## config.mk

```make
export PLATFORM = sky130hd
export DESIGN_NAME = ssd_capture
export DESIGN_NICKNAME = d
export VERILOG_FILES = /design/src/rtl/ssd_capture.sv
export SDC_FILE = /design/constraint.sdc
export NUM_CORES = 1
export LEC_CHECK = 0
export BUFFER_PORTS_ARGS = -buffer_cell sky130_fd_sc_hd__buf_2
export CAP_MARGIN = 20
export CORE_UTILIZATION = 46
export CTS_BUF_LIST = sky130_fd_sc_hd__clkbuf_16
export DETAILED_ROUTE_END_ITERATION = 10
export PLACE_DENSITY = 0.69
export SETUP_SLACK_MARGIN = 0.4
export SYNTH_ARGS = -nofsm -noshare
export SYNTH_HDL_FRONTEND = slang
export SYNTH_SLANG_ARGS = --single-unit
```

## constraint.sdc

```tcl
create_clock -name i_clk -period 1.94 [get_ports i_clk]
set_clock_uncertainty 0.1 [all_clocks]
set_input_delay 0.194 -clock i_clk [delete_from_list [all_inputs] [get_ports i_clk]]
set_output_delay 0.194 -clock i_clk [all_outputs]
set_load 0.01 [all_outputs]
```

## src/rtl/ssd_capture.sv

```systemverilog
// Loopback monitor for a two-digit, active-low, time-multiplexed seven-segment bus.
// Waits for each digit to be held stable under its strobe, decodes it, and emits the byte.
module ssd_capture #(
   parameter int STABLE = 4
) (
   input  logic       i_clk,
   input  logic       i_clr,
   input  logic [6:0] i_seg,
   input  logic [1:0] i_dig,
   output logic [7:0] o_q,
   output logic       o_valid,
   output logic       o_err,
   output logic [3:0] o_frames
);

   typedef enum logic [1:0] {WAIT_LO, WAIT_HI, EMIT} state_t;

   localparam logic [3:0] STABLE_C = 4'(STABLE);

   state_t     r_state, w_state_nx;
   logic [6:0] r_seg_d;
   logic [1:0] r_dig_d;
   logic [3:0] r_run, w_run_inc, w_run_nx;
   logic [3:0] r_lo_nib, r_hi_nib;
   logic       r_lo_bad, r_hi_bad;
   logic [1:0] w_target;
   logic       w_capture;
   logic [3:0] w_nib;
   logic       w_bad;

   // Returns {illegal, nibble}; unknown codes (including blank) decode to 0.
   function automatic logic [4:0] decode(input logic [6:0] seg);
      case (seg)
         7'h40: return 5'h00;
         7'h79: return 5'h01;
         7'h24: return 5'h02;
         7'h30: return 5'h03;
         7'h19: return 5'h04;
         7'h12: return 5'h05;
         7'h02: return 5'h06;
         7'h78: return 5'h07;
         7'h00: return 5'h08;
         7'h18: return 5'h09;
         7'h08: return 5'h0A;
         7'h03: return 5'h0B;
         7'h46: return 5'h0C;
         7'h21: return 5'h0D;
         7'h06: return 5'h0E;
         7'h0E: return 5'h0F;
         default: return 5'h10;
      endcase
   endfunction

   always_comb begin
      w_target   = (r_state == WAIT_HI) ? 2'b10 : 2'b01;
      {w_bad, w_nib} = decode(i_seg);
      w_run_inc  = 4'd0;
      if (i_dig == w_target && r_dig_d == w_target && i_seg == r_seg_d)
         w_run_inc = (r_run >= STABLE_C) ? STABLE_C : r_run + 4'd1;
      else if (i_dig == w_target)
         w_run_inc = 4'd1;
      w_capture  = (r_state != EMIT) && (w_run_inc == STABLE_C);
      w_state_nx = r_state;
      w_run_nx   = w_run_inc;
      case (r_state)
         WAIT_LO: begin
            if (w_capture) begin
               w_state_nx = WAIT_HI;
               w_run_nx   = 4'd0;
            end
         end
         WAIT_HI: begin
            if (w_capture) begin
               w_state_nx = EMIT;
               w_run_nx   = 4'd0;
            end else if (i_dig == 2'b11) begin
               w_state_nx = WAIT_LO;
               w_run_nx   = 4'd0;
            end
         end
         default: begin
            w_state_nx = WAIT_LO;
            w_run_nx   = 4'd0;
         end
      endcase
   end

   // Outputs load on the high-digit capture edge so Valid is high during EMIT.
   always_ff @(posedge i_clk) begin
      if (i_clr) begin
         r_state  <= WAIT_LO;
         r_run    <= 4'd0;
         r_seg_d  <= 7'h7F;
         r_dig_d  <= 2'b00;
         r_lo_nib <= 4'd0;
         r_hi_nib <= 4'd0;
         r_lo_bad <= 1'b0;
         r_hi_bad <= 1'b0;
         o_q      <= 8'h00;
         o_valid  <= 1'b0;
         o_err    <= 1'b0;
         o_frames <= 4'd0;
      end else begin
         r_state <= w_state_nx;
         r_run   <= w_run_nx;
         r_seg_d <= i_seg;
         r_dig_d <= i_dig;
         o_valid <= 1'b0;
         if (r_state == WAIT_LO && w_capture) begin
            r_lo_nib <= w_nib;
            r_lo_bad <= w_bad;
         end
         if (r_state == WAIT_HI) begin
            if (w_capture) begin
               r_hi_nib <= w_nib;
               r_hi_bad <= w_bad;
               o_q      <= {w_nib, r_lo_nib};
               o_err    <= w_bad | r_lo_bad;
               o_valid  <= 1'b1;
               o_frames <= o_frames + 4'd1;
            end else if (i_dig == 2'b11) begin
               r_lo_nib <= 4'd0;
               r_lo_bad <= 1'b0;
            end
         end
      end
   end

endmodule

```

==> run summary, run 1 <==
Worst Setup SP: r_state[1]
post-synthesis sequential area ratio: 0.399
min-delay src: i_dig[0]
share of post-route cells with drive strength above 1: 0.349
final hold violation count: 0
Via density: 5.55
Final Core Density: 0.659
Syn Std Cell Area: 1710 um2
Syn-to-layout area delta: 33.1%
Max Clk Rate: 548 MHz
synthesis warning total: 0
WL/cell: 15.5 um
total grt overflow: 0
final period utilization: 0.941
htree depth: 2
Setup CP Type: register to register
placed instance area: 1960 um2
first-pass GRT wire length: 7170 um
Slew HR: 0.670
CTS sink cnt: 34
worst endpoint data arrival time: 1.93 ns
outcome: completed
peak supply drop: 0.529 mV
buffers added on ports: 24
dpl cells: 262
Core Footprint: 3440 um2
initial antenna violation count: 0
post-synth top area cell: dfxtp_1
Cell Pwr Density: 715 nW/um2
pin count of the biggest net entering global routing: 29
syn_nets: 202
post-route ant nets: 0
syn_area_per_cell: 9.02 um2
initial DRC count: 88
Setup crit start kind: register
Min-Delay Path Class: input pin to register
share of flip-flops with an asynchronous set or reset: 0
Static Leak: 1.03 nW
RSZ-0062 raised after global routing: true
worst slack, placed: -0.140 ns
clk root buf: clkbuf_16
CTS tree: done
Synth cell types: 49
final count of negative-setup-slack endpoints: 0
leading post-synthesis cells by cell area: dfxtp_1, mux2i_1, nor2_1
Power Total: 1.62 mW
die extent in x: 62.9 um
DRC violations left: 0
final net count: 241
GR Util All Layers: 0.233
total wire length after detailed routing: 4260 um
clock latency on the worst-skew pair: 0.28 ns
post-route cell area: 2270 um2
via count: 1525
number of synthesized register bits: 34
std cell rows: 21
final slew viol count: 0
detailed-placement wirelength estimate: 2960 um
commonest non-fill, non-tap cell in the layout: dfxtp_1
Setup WS post-layout: 0.115 ns
crit path capture type: register
ant diodes: 0
CTS Buf Count: 5
max_cap viols: 0
drt pass-1 iters: 4
EDFF count, synth: 0
routability cong.: 0.824
die height: 62.9 um
vias in the first global route: 1532
clock buffer depth: 2
commonest non-fill, non-tap cells in the layout: dfxtp_1, nor2_1, buf_2
min Tclk post-route: 1.82 ns
Syn Inst Count: 189
I/O pin cnt: 25
share of the synthesized area in the top cell type: 0.399
Final Non-Filler Cells: 275
CP max FO: 7
Crit path required time: 2.05 ns
Clock transition at path regs: 0.05 ns
Initial Utilization: 0.495
FF-to-FF Start: r_state[1]
Primary FF master, synth: dfxtp_1
Worst Tran Pin Value: 0.483 ns
Die ar.: 3960 um2
## Yosys cell counts, drive strengths merged (3+ instances only)
cell type / number
a21oi: 5
buf: 4
clkbuf: 7
dfxtp: 34
inv: 3
mux2i: 16
nand2: 6
nand2b: 5
nand3: 7
nor2: 26
nor2b: 6
nor3: 7
o21ai: 3
or2: 7
or3: 5
xnor2: 8
## final timing paths
| check | slack, ns | to | cells after the start |
|---|---|---|---|
| max | 0.12 | o_frames[3] | 7 |
| min | 0.08 | r_dig_d[0] | 2 |
| max reg2reg | 0.12 | o_frames[3] | 7 |
| min reg2reg | 0.39 | o_q[4] | 2 |
## stage by stage
stage | hold slack [ns] | setup TNS [ns]
2_1_floorplan | 0.222 | 0
3_5_place_dp | 0.363 | -0.644
6_report | 0.0767 | 0
3_3_place_gp | 0.339 | -0.0456
5_1_grt | 0.0779 | 0
4_1_cts | 0.0701 | 0
## area by class of cell
| cell class | instances | area [um2] |
|---|---|---|
| clock buffers | 5 | 125 |
| flip-flops and latches | 34 | 691 |
| multi-input cells | 141 | 1090 |
| repair buffers | 43 | 274 |
| inverters | 3 | 11.3 |
| fillers | 283 | 1170 |
| clock inverters | 3 | 16.3 |
| well taps | 46 | 57.6 |
## flip-flops by register name, indices dropped and copies added, names as in the netlist
signal	flops
o_valid	1
r_seg_d	7
r_lo_nib	4
r_run	4
o_q	8
r_dig_d	2
o_err	1
r_lo_bad	1
o_frames	4
r_state	2
## critical path, cell delays in order, from the launching register on
cell	delay, ns
dfxtp_4	0.35
and2b_2	0.25
nand4b_4	0.11
a211oi_4	0.22
buf_6	0.16
nand3_4	0.10
or3_4	0.34
a21oi_2	0.13
## routing by layer
metal  up-vias  share of wire  track usage  wire [um]
li1        744              -            -          -
met1       748           0.43        0.265       1830
met2        26           0.52        0.407       2210
met3         7          0.034       0.0547        144
met4         0          0.016        0.105         70
met5         -              0            0          0
## repair_timing
item / 4_1_cts / 5_1_grt
setup endpoints to repair: 23 / 24
setup buffers: 3 / 2
hold buffers: 0 / 0
pin swaps: 4 / 4
resized for setup: 16 / 9
## cell families after synthesis
group	after synthesis	share of synthesized area
AND/OR/NAND/NOR	88	0.291
multiplexers	18	0.107
AO/OA/AOI/OAI	22	0.101
buffers and inverters	14	0.0338
other	1	0.00220
adder cells (fa/ha/maj)	2	0.0147
XOR/XNOR	10	0.0514
flip-flops	34	0.399
## report_power, final
group	internal (mW)	switching (mW)	total [mW]
clock	0.467	0.284	0.752
combinational	0.0690	0.0850	0.154
sequential	0.708	0.00766	0.716
total	1.24	0.377	1.62
(Power assumes the default switching activity.)
==> run 2: changes to the inputs <==
- ABC_CLOCK_PERIOD_IN_PS: unset -> 2150
- CORE_MARGIN: unset -> 4
- PLACE_DENSITY: 0.69 -> 0.66
- clock period: 1.94 -> 2.15 ns (I/O delays scaled with it)
==> run 2 against run 1 <==
Net effect: design area shrank 3.6%; sequential power shrank 9.9%; power grew 4.2%; combinational power shrank 22%; core utilization shrank 2.9 points; die area grew 20%; largest cell class unchanged.
==> run summary, run 2 (synthesized netlist as in run 1, its figures left out) <==
outcome: completed
worst endpoint data arrival time: 2.07 ns (+0.14 ns)
sw frac: 0.203 (-0.0294)
total grt overflow: 0 (unchanged)
Via density: 5.55 (about the same)
Die ar.: 4750 um2 (+20%)
final hold violation count: 0 (unchanged)
Sequential Power Share: 0.382 (-0.059)
peak supply drop: 0.511 mV (-3.5%)
Setup crit start kind: register
CTS Buf Count: 5 (unchanged)
die height: 68.9 um (+9.5%)
commonest non-fill, non-tap cell in the layout: dfxtp_1
post-route ant nets: 0 (unchanged)
Crit path required time: 2.26 ns (+0.21 ns)
commonest non-fill, non-tap cells in the layout: dfxtp_1, nor2_1, buf_2
total wire length after detailed routing: 4120 um (-3.2%)
vias in the first global route: 1513 (-1.2%)
initial antenna violation count: 0 (unchanged)
Comb pwr share: 0.071 (-0.024)
detailed-placement wirelength estimate: 2670 um (-9.7%)
Core Footprint: 3470 um2 (+0.76%)
Setup CP Type: register to register
die extent in x: 68.9 um (+9.5%)
DRC violations left: 0 (unchanged)
CTS tree: done
biggest registers after layout: o_q x8, r_seg_d x7
slowest CP cell: dfxtp_4
Min-Delay Path Class: input pin to register
max reg flops: 8 (unchanged)
Setup TNS: 0 ns (unchanged)
CTS sink cnt: 34 (unchanged)
final slew viol count: 0 (unchanged)
crit path capture type: register
WL/cell: 15.4 um (-0.29%)
RSZ-0062 raised after global routing: true
Hold Worst Slack: 0.0974 ns (+0.0207 ns)
min Tclk post-route: 1.97 ns (+0.141 ns)
clock buffer depth: 2 (unchanged)
htree depth: 2 (unchanged)
Initial Utilization: 0.492 (-0.00375)
first-pass GRT wire length: 6850 um (-4.4%)
Setup WS post-layout: 0.184 ns (+0.0690 ns)
clock share of power: 0.548 (+0.084)
share of post-route cells with drive strength above 1: 0.290 (-0.0598)
CP max FO: 5 (-2)
crit-path max cell delay: 0.35 ns (about the same)
final net count: 233 (-3.3%)
buffers added on ports: 24 (unchanged)
Internal: 1.35 mW (+8.2%)
critical-path cell list: and2b_2 -> nand4b_4 -> a211oi_4 -> buf_4 -> nand3_4 -> or3_4 -> a21oi_2
clock latency on the worst-skew pair: 0.28 ns (about the same)
Syn-to-layout area delta: 28.2%
I/O pin cnt: 25 (unchanged)
GR Util All Layers: 0.197 (-0.0356)
Worst Tran Pin Value: 0.560 ns (+0.0771 ns)
clk root buf: clkbuf_16
ant diodes: 0 (unchanged)
final count of negative-setup-slack endpoints: 0 (unchanged)
drt pass-1 iters: 4 (unchanged)
worst slack, placed: 0.166 ns (+0.306 ns)
Slew HR: 0.621 (-0.0482)
initial DRC count: 130 (+48%)
via count: 1482 (-2.8%)
Max Clk Rate: 509 MHz (-7.2%)
Cell Pwr Density: 773 nW/um2 (+8.2%)
final period utilization: 0.914 (-0.0263)
max_cap viols: 0 (unchanged)
std cell rows: 21 (unchanged)
Static Leak: 1.00 nW (-3.0%)
Clock transition at path regs: 0.05 ns (about the same)
NetSw: 0.343 mW (-9.0%)
routability cong.: 0.857 (+3.9%)
pin count of the biggest net entering global routing: 29 (unchanged)
Most flops, register: o_q
==> run 2: timing repair <==
action / in CTS / in global routing
setup buffers: 5 / 3
pin swaps: 5 / 3
cloned: 0 / 0
endpoints found under the setup margin: 20 / 23
resized for setup: 10 / 4
hold buffers: 0 / 0
==> run 2: worst max-delay path, delay by kind of cell, from the launching register on <==
family / cells / cell delay, ns
simple gates: 4 / 0.80
buf+inv: 1 / 0.18
flops: 1 / 0.35
compound gates: 2 / 0.47
==> run 2: stage by stage <==
stage	area (um2)	instances	util	power, mW
2_1_floorplan	1730	189	-	0.746
3_3_place_gp	1880	251	0.541	0.771
3_5_place_dp	1880	251	0.541	0.775
4_1_cts	2150	264	0.619	1.70
5_1_grt	2190	267	0.631	1.74
6_report	2190	267	0.631	1.69
==> run 2: area by class of cell <==
cell class                      instances  area [um2]
Inverter                                3        11.3
Clock inverter                          3        63.8
Multi-Input combinational cell        141        1020
Timing Repair Buffer                   35         218
Clock buffer                            5         125
Fill cell                             304        1280
Tap cell                               46        57.6
Sequential cell                        34         688
==> run 2: worst paths after layout <==
| kind | endpoint | cells after the start | start | slack, ns |
|---|---|---|---|---|
| worst max-delay path | o_frames[3] | 7 | r_state[1] | 0.18 |
| worst min-delay path | r_dig_d[1] | 2 | i_dig[1] | 0.1 |
| worst max register to register | o_frames[3] | 7 | r_state[1] | 0.18 |
| worst min register to register | r_run[1] | 1 | r_run[3] | 0.38 |
==> run 2: per-layer routing <==
metal  global-route usage  wire length [um]
met2                0.331              2010
met5                    0                 0
met4               0.0900                87
met1                0.226              1780
met3               0.0648               247
==> run 2: power by group through the flow <==
| stage | logic (mW) | clock network, mW | registers [mW] |
|---|---|---|---|
| after CTS | 0.119 | 0.934 | 0.645 |
| after detailed placement | 0.115 | 0 | 0.661 |
| after global routing | 0.133 | 0.962 | 0.645 |
| after global placement | 0.111 | 0 | 0.660 |
| after floorplan | 0.0864 | 0 | 0.659 |
| final | 0.120 | 0.926 | 0.645 |
